<file path="config.mk">
export PLATFORM = sky130hd
export DESIGN_NAME = mem_port_ctrl
export DESIGN_NICKNAME = d
export VERILOG_FILES = /design/src/rtl/mem_port_pkg.sv /design/src/rtl/mem_rr_arbiter.sv /design/src/rtl/mem_port_ctrl.sv
export SDC_FILE = /design/constraint.sdc
export NUM_CORES = 1
export LEC_CHECK = 0
export ABC_AREA = 1
export CAP_MARGIN = 10
export CORE_UTILIZATION = 37
export CTS_CLUSTER_SIZE = 30
export DETAILED_ROUTE_END_ITERATION = 12
export HOLD_SLACK_MARGIN = 0.12
export PLACE_DENSITY = 0.71
export SLEW_MARGIN = 20
export SYNTH_ARGS = -nofsm -noshare
export SYNTH_HDL_FRONTEND = slang
export SYNTH_SLANG_ARGS = --single-unit
export TNS_END_PERCENT = 1
</file>
<file path="constraint.sdc">
create_clock -name clock -period 2.21 [get_ports clock]
set_clock_uncertainty 0.2 [all_clocks]
set_input_delay 0.442 -clock clock [delete_from_list [all_inputs] [get_ports clock]]
set_output_delay 0.442 -clock clock [all_outputs]
set_load 0.1 [all_outputs]
</file>
<file path="src/rtl/mem_port_pkg.sv">
// Shared types and defaults for the memory port controller and its arbiter.
package mem_port_pkg;

  typedef enum logic [1:0] {
    IDLE   = 2'd0,
    ACCESS = 2'd1,
    RESP   = 2'd2
  } state_t;

  localparam logic PORT_FETCH = 1'b0;
  localparam logic PORT_DATA  = 1'b1;

  localparam int MP_ADDR_W = 11;
  localparam int MP_DATA_W = 32;
  localparam int MP_DEPTH  = 64;

endpackage

</file>
<file path="src/rtl/mem_rr_arbiter.sv">
// Two-port grant: a lone requester wins; on conflict the port not granted last wins.
// Combinational grant, last-grant register updates only when the controller accepts a grant.
module mem_rr_arbiter
  import mem_port_pkg::*;
(
  input  logic clock,
  input  logic reset_n,
  input  logic f_req,
  input  logic d_req,
  input  logic gnt_en,
  output logic gnt_port
);

  logic last_port;

  always_comb begin
    gnt_port = PORT_DATA;
    if (f_req && !d_req) begin
      gnt_port = PORT_FETCH;
    end else if (f_req && d_req && (last_port == PORT_DATA)) begin
      gnt_port = PORT_FETCH;
    end
  end

  // Reset to fetch so the first conflict goes to the data port.
  always_ff @(posedge clock or negedge reset_n) begin
    if (!reset_n) begin
      last_port <= PORT_FETCH;
    end else if (gnt_en) begin
      last_port <= gnt_port;
    end
  end

endmodule

</file>
<file path="src/rtl/mem_port_ctrl.sv">
// Fetch/data front end for a negedge single-port RAM; in-range ack 2 cycles after the req is sampled, range error 1 cycle.
// No backpressure beyond req/ack: a master holds req and its fields until its ack pulse.
module mem_port_ctrl
  import mem_port_pkg::*;
#(
  parameter int ADDR_W = MP_ADDR_W,
  parameter int DATA_W = MP_DATA_W,
  parameter int DEPTH  = MP_DEPTH
) (
  input  logic              clock,
  input  logic              reset_n,
  input  logic              f_req,
  input  logic [ADDR_W-1:0] f_addr,
  output logic              f_ack,
  output logic              f_err,
  output logic [DATA_W-1:0] f_rdata,
  input  logic              d_req,
  input  logic              d_we,
  input  logic [ADDR_W-1:0] d_addr,
  input  logic [DATA_W-1:0] d_wdata,
  output logic              d_ack,
  output logic              d_err,
  output logic [DATA_W-1:0] d_rdata,
  output logic              ram_cs,
  output logic              ram_we,
  output logic [ADDR_W-1:0] ram_addr,
  output logic [DATA_W-1:0] ram_wdata,
  input  logic [DATA_W-1:0] ram_rdata
);

  state_t            state;
  logic              port_q;
  logic              gnt_en;
  logic              gnt_port;
  logic [ADDR_W-1:0] sel_addr;
  logic              sel_we;
  logic              sel_err;
  logic [DATA_W-1:0] sel_wdata;

  assign gnt_en = (state == IDLE) && (f_req || d_req);

  mem_rr_arbiter u_arb (
    .clock    (clock),
    .reset_n  (reset_n),
    .f_req    (f_req),
    .d_req    (d_req),
    .gnt_en   (gnt_en),
    .gnt_port (gnt_port)
  );

  // Fetch is read-only, so its we is forced low regardless of d_we.
  always_comb begin
    sel_addr  = (gnt_port == PORT_DATA) ? d_addr : f_addr;
    sel_we    = (gnt_port == PORT_DATA) && d_we;
    sel_wdata = sel_we ? d_wdata : '0;
    sel_err   = (sel_addr >= ADDR_W'(DEPTH));
  end

  always_ff @(posedge clock or negedge reset_n) begin
    if (!reset_n) begin
      state     <= IDLE;
      port_q    <= PORT_FETCH;
      f_ack     <= 1'b0;
      f_err     <= 1'b0;
      f_rdata   <= '0;
      d_ack     <= 1'b0;
      d_err     <= 1'b0;
      d_rdata   <= '0;
      ram_cs    <= 1'b0;
      ram_we    <= 1'b0;
      ram_addr  <= '0;
      ram_wdata <= '0;
    end else begin
      case (state)
        IDLE: begin
          if (gnt_en) begin
            port_q <= gnt_port;
            if (sel_err) begin
              // Out of range: answer straight away, RAM never selected.
              state <= RESP;
              if (gnt_port == PORT_DATA) begin
                d_ack <= 1'b1;
                d_err <= 1'b1;
              end else begin
                f_ack <= 1'b1;
                f_err <= 1'b1;
              end
            end else begin
              state     <= ACCESS;
              ram_cs    <= 1'b1;
              ram_we    <= sel_we;
              ram_addr  <= sel_addr;
              ram_wdata <= sel_wdata;
            end
          end
        end
        ACCESS: begin
          // RAM drove its output on the mid-cycle negedge; cs is still high here.
          if (!ram_we) begin
            if (port_q == PORT_DATA) begin
              d_rdata <= ram_rdata;
            end else begin
              f_rdata <= ram_rdata;
            end
          end
          if (port_q == PORT_DATA) begin
            d_ack <= 1'b1;
          end else begin
            f_ack <= 1'b1;
          end
          ram_cs    <= 1'b0;
          ram_we    <= 1'b0;
          ram_wdata <= '0;
          state     <= RESP;
        end
        RESP: begin
          f_ack <= 1'b0;
          f_err <= 1'b0;
          d_ack <= 1'b0;
          d_err <= 1'b0;
          state <= IDLE;
        end
        default: state <= IDLE;
      endcase
    end
  end

endmodule

</file>
==> run_results.csv <==
group,metric,value,unit
critical_path,crit_family,"buffers and inverters",
die,rows,40,
synthesis,synthTopCellsByArea,"dfrtp_1 (61%), nand2_1 (10%), o21ai_0 (7.5%)",
synthesis,syn_inst,512,
critical_path,cp_num_buf_inv,3,
critical_path,cp_slowest_cell,"clkdlybuf4s50_1",
timing,period_share,90.9,%
critical_path,cp_cell_sequence,"clkdlybuf4s50_1 -> nand2_4 -> nand2_1 -> nand2_1 -> inv_1 -> nand2_2 -> o21bai_2 -> nand2_2 -> buf_12 -> nand2_1 -> o21ai_1",
drt,routed_via_density,4.68,
synthesis,ys_warn_count,0,
grt,track_usage,19.6,%
critical_path,start_kind,"primary input",
timing,maxSlewViolCount,0,
drt,remaining_drc_errors,0,
placement,routabilityCongestion,0.795,
timing,slew_headroom,72.6,%
synthesis,synthSimpleGateAreaFrac,17.3,%
die,core,12300,µm²
clock_tree,clk_pin_slew,0.05,ns
timing,fmax,498,MHz
synthesis,syn_area_per_cell,9.25,µm²
worst_hold_path,hold_path_class,"flop to flop",
drt,detail_route.wl_per_cell,13.9,µm
synthesis,synthesis.area,4730,µm²
drt,first_iter_violations,261,
critical_path,path_common_cell,"nand2_1",
synthesis,yosys.area_share.adder,0,%
drt,via_count,4202,
flow_run,maxCapViolations,0,
synthesis,ys_seq_area_share,61.3,%
timing,rsz0062_at_grt,"no",
synthesis,yosysTopAreaCell,"dfrtp_1",
critical_path,path_class,"primary input to flop",
die,dieWidth,115,µm
critical_path,cp_max_fo,67,
critical_path,required,2.29,ns
clock_tree,cts_made_buffers,17,
grt,grt_pass1_wl,19.9,mm
critical_path,arrival,2.09,ns
critical_path,cp_slowest_stage_delay,0.66,ns
grt,first_global_vias,4095,
synthesis,synth_cell_types,24,
drt,drtPass1Iterations,5,
timing,setup_violations,0,
clock_tree,clock_path_buffers,2,
grt,grt.overflow.total,0,
synthesis,synth_top_family_by_area,"simple AND/OR/NAND/NOR gates",
die,ios,204,
drt,ant_nets,0,
clock_tree,cts.repair.resized,0,
die,die-area,13300,µm²
cells_and_area,antennaDiodeCount,0,
drt,drt-total-wl,12.5,mm
synthesis,syn_nets,603,
die,start_util,38.6,%
cells_and_area,fill_cells,1070,
timing,tightest_slew,0.411,ns
cells_and_area,drive_gt1_share,23.2,%
cells_and_area,nNetsFinal,811,
synthesis,yosys_register_bits,116,
clock_tree,clk-insertion-delay-late,0.40,ns
clock_tree,htree_num_levels,4,
grt,grt_max_degree,68,
placement,port_buffers,203,
synthesis,yosys.area.top_type_share,61.3,%
synthesis,yosys.area_share.xor_xnor,0,%
outcome,status,"finished, final reports clean",
timing,hold_viol,0,
critical_path,end_kind,"flop",
grt,antenna_found_initial,0,
synthesis,synth_compound_area_share,12.2,%
clock_tree,root_buffer,"clkbuf_16",
timing,fin_crit,2.01,ns
cells_and_area,final_util,59.3,%
clock_tree,cts_tree,"yes",
synthesis,muxShareOfSynthArea,1.27,%
cells_and_area,area_growth,53.7,%
die,die_h,115,µm
placement,dp_hpwl,9.02,mm
clock_tree,clock-sinks,116,
[flip-flops by register name, indices dropped and copies added (netlist names)]
name and flops:
d_err 1, d_rdata 32, ram_we 1, d_ack 1, ram_wdata 32, f_err 1
f_ack 1, f_rdata 32, state 2, port_q 1, ram_addr 11, ram_cs 1
[per-layer routing]
layer  routed length [µm]  up-vias  part of all wire, %  global-route usage [%]
met2                 5990      172                   48                    31.8
li1                     -     2057                    -                       -
met4                  212        0                  1.7                    7.88
met1                 5150     1954                   41                    23.6
met3                 1140       19                  9.1                    7.22
met5                    0        -                    0                       0
[final timing paths]
kind | from | end | slack (ns) | depth (start not counted)
worst max register to register | port_q | ram_wdata[19] | 0.29 | 11
min in group asynchronous | reset_n | ram_wdata[27] | 0.33 | 2
worst min-delay path | ram_addr[8] | ram_addr[8] | 0.27 | 2
max in group asynchronous | reset_n | ram_addr[0] | 0.78 | 3
worst min register to register | ram_addr[8] | ram_addr[8] | 0.27 | 2
worst max-delay path | f_req | ram_wdata[19] | 0.20 | 11
[area by class of cell]
cell class	count	area [µm²]	area share (%)
sequential	116	2900	39.9
timing repair buffer	216	1960	26.9
multi-input combinational	310	1460	20.1
clock buffer	21	460	6.33
inverter	59	221	3.04
tap	168	210	2.89
clock inverter	7	60.1	0.825
[cells in the mapped netlist (all sizes together)]
library cell  instances
nor2                 13
nand3                40
inv                  59
mux2i                 6
buf                   8
nand2               137
dfrtp               116
clkbuf               19
nor3                  1
a21oi                 5
o21bai                1
a211oi                1
nand3b                2
o21ai               104
[worst min-delay path, stage by stage (launching register included)]
cell and delay (ns):
dfrtp_1 0.34, nand2_1 0.05, inv_1 0.05
[logic make-up after synthesis]
group | count (synthesis)
compound gates | 111
flops | 116
mux | 6
buf+inv | 86
simple gates | 193
[through the flow]
step	area (µm²)	hold WS [ns]	setup TNS [ns]	cells	setup slack [ns]
global route	7280	0.309	0	897	0.0798
floorplan	4730	-0.0536	0	512	0.236
detailed placement	6750	0.200	-6.23	868	-0.197
CTS	7280	0.269	0	897	0.227
finish	7280	0.268	0	897	0.201
global placement	6750	0.205	-3.21	868	-0.101
[timing repair]
item	4_1_cts	5_1_grt
hold buffers	1	0
hold endpoints to repair	29	0
setup buffers	0	0
[cell usage in the layout, fill, tap and decap left out, drive strengths merged]
cell type and count:
nand2 137, mux2i 6, nor3 1, nand3b 2, clkdlybuf4s50 89, nor2 13, a211oi 1, o21bai 1
inv 59, dfrtp 116, clkinv 6, buf 126, dlygate4sd3 1, bufinv 1, a21oi 5, o21ai 104
nand3 40, clkbuf 21
Power is left out: the tool's default activity adds up to more than one toggle a clock period on the data nets, which glitch-free logic cannot reach.
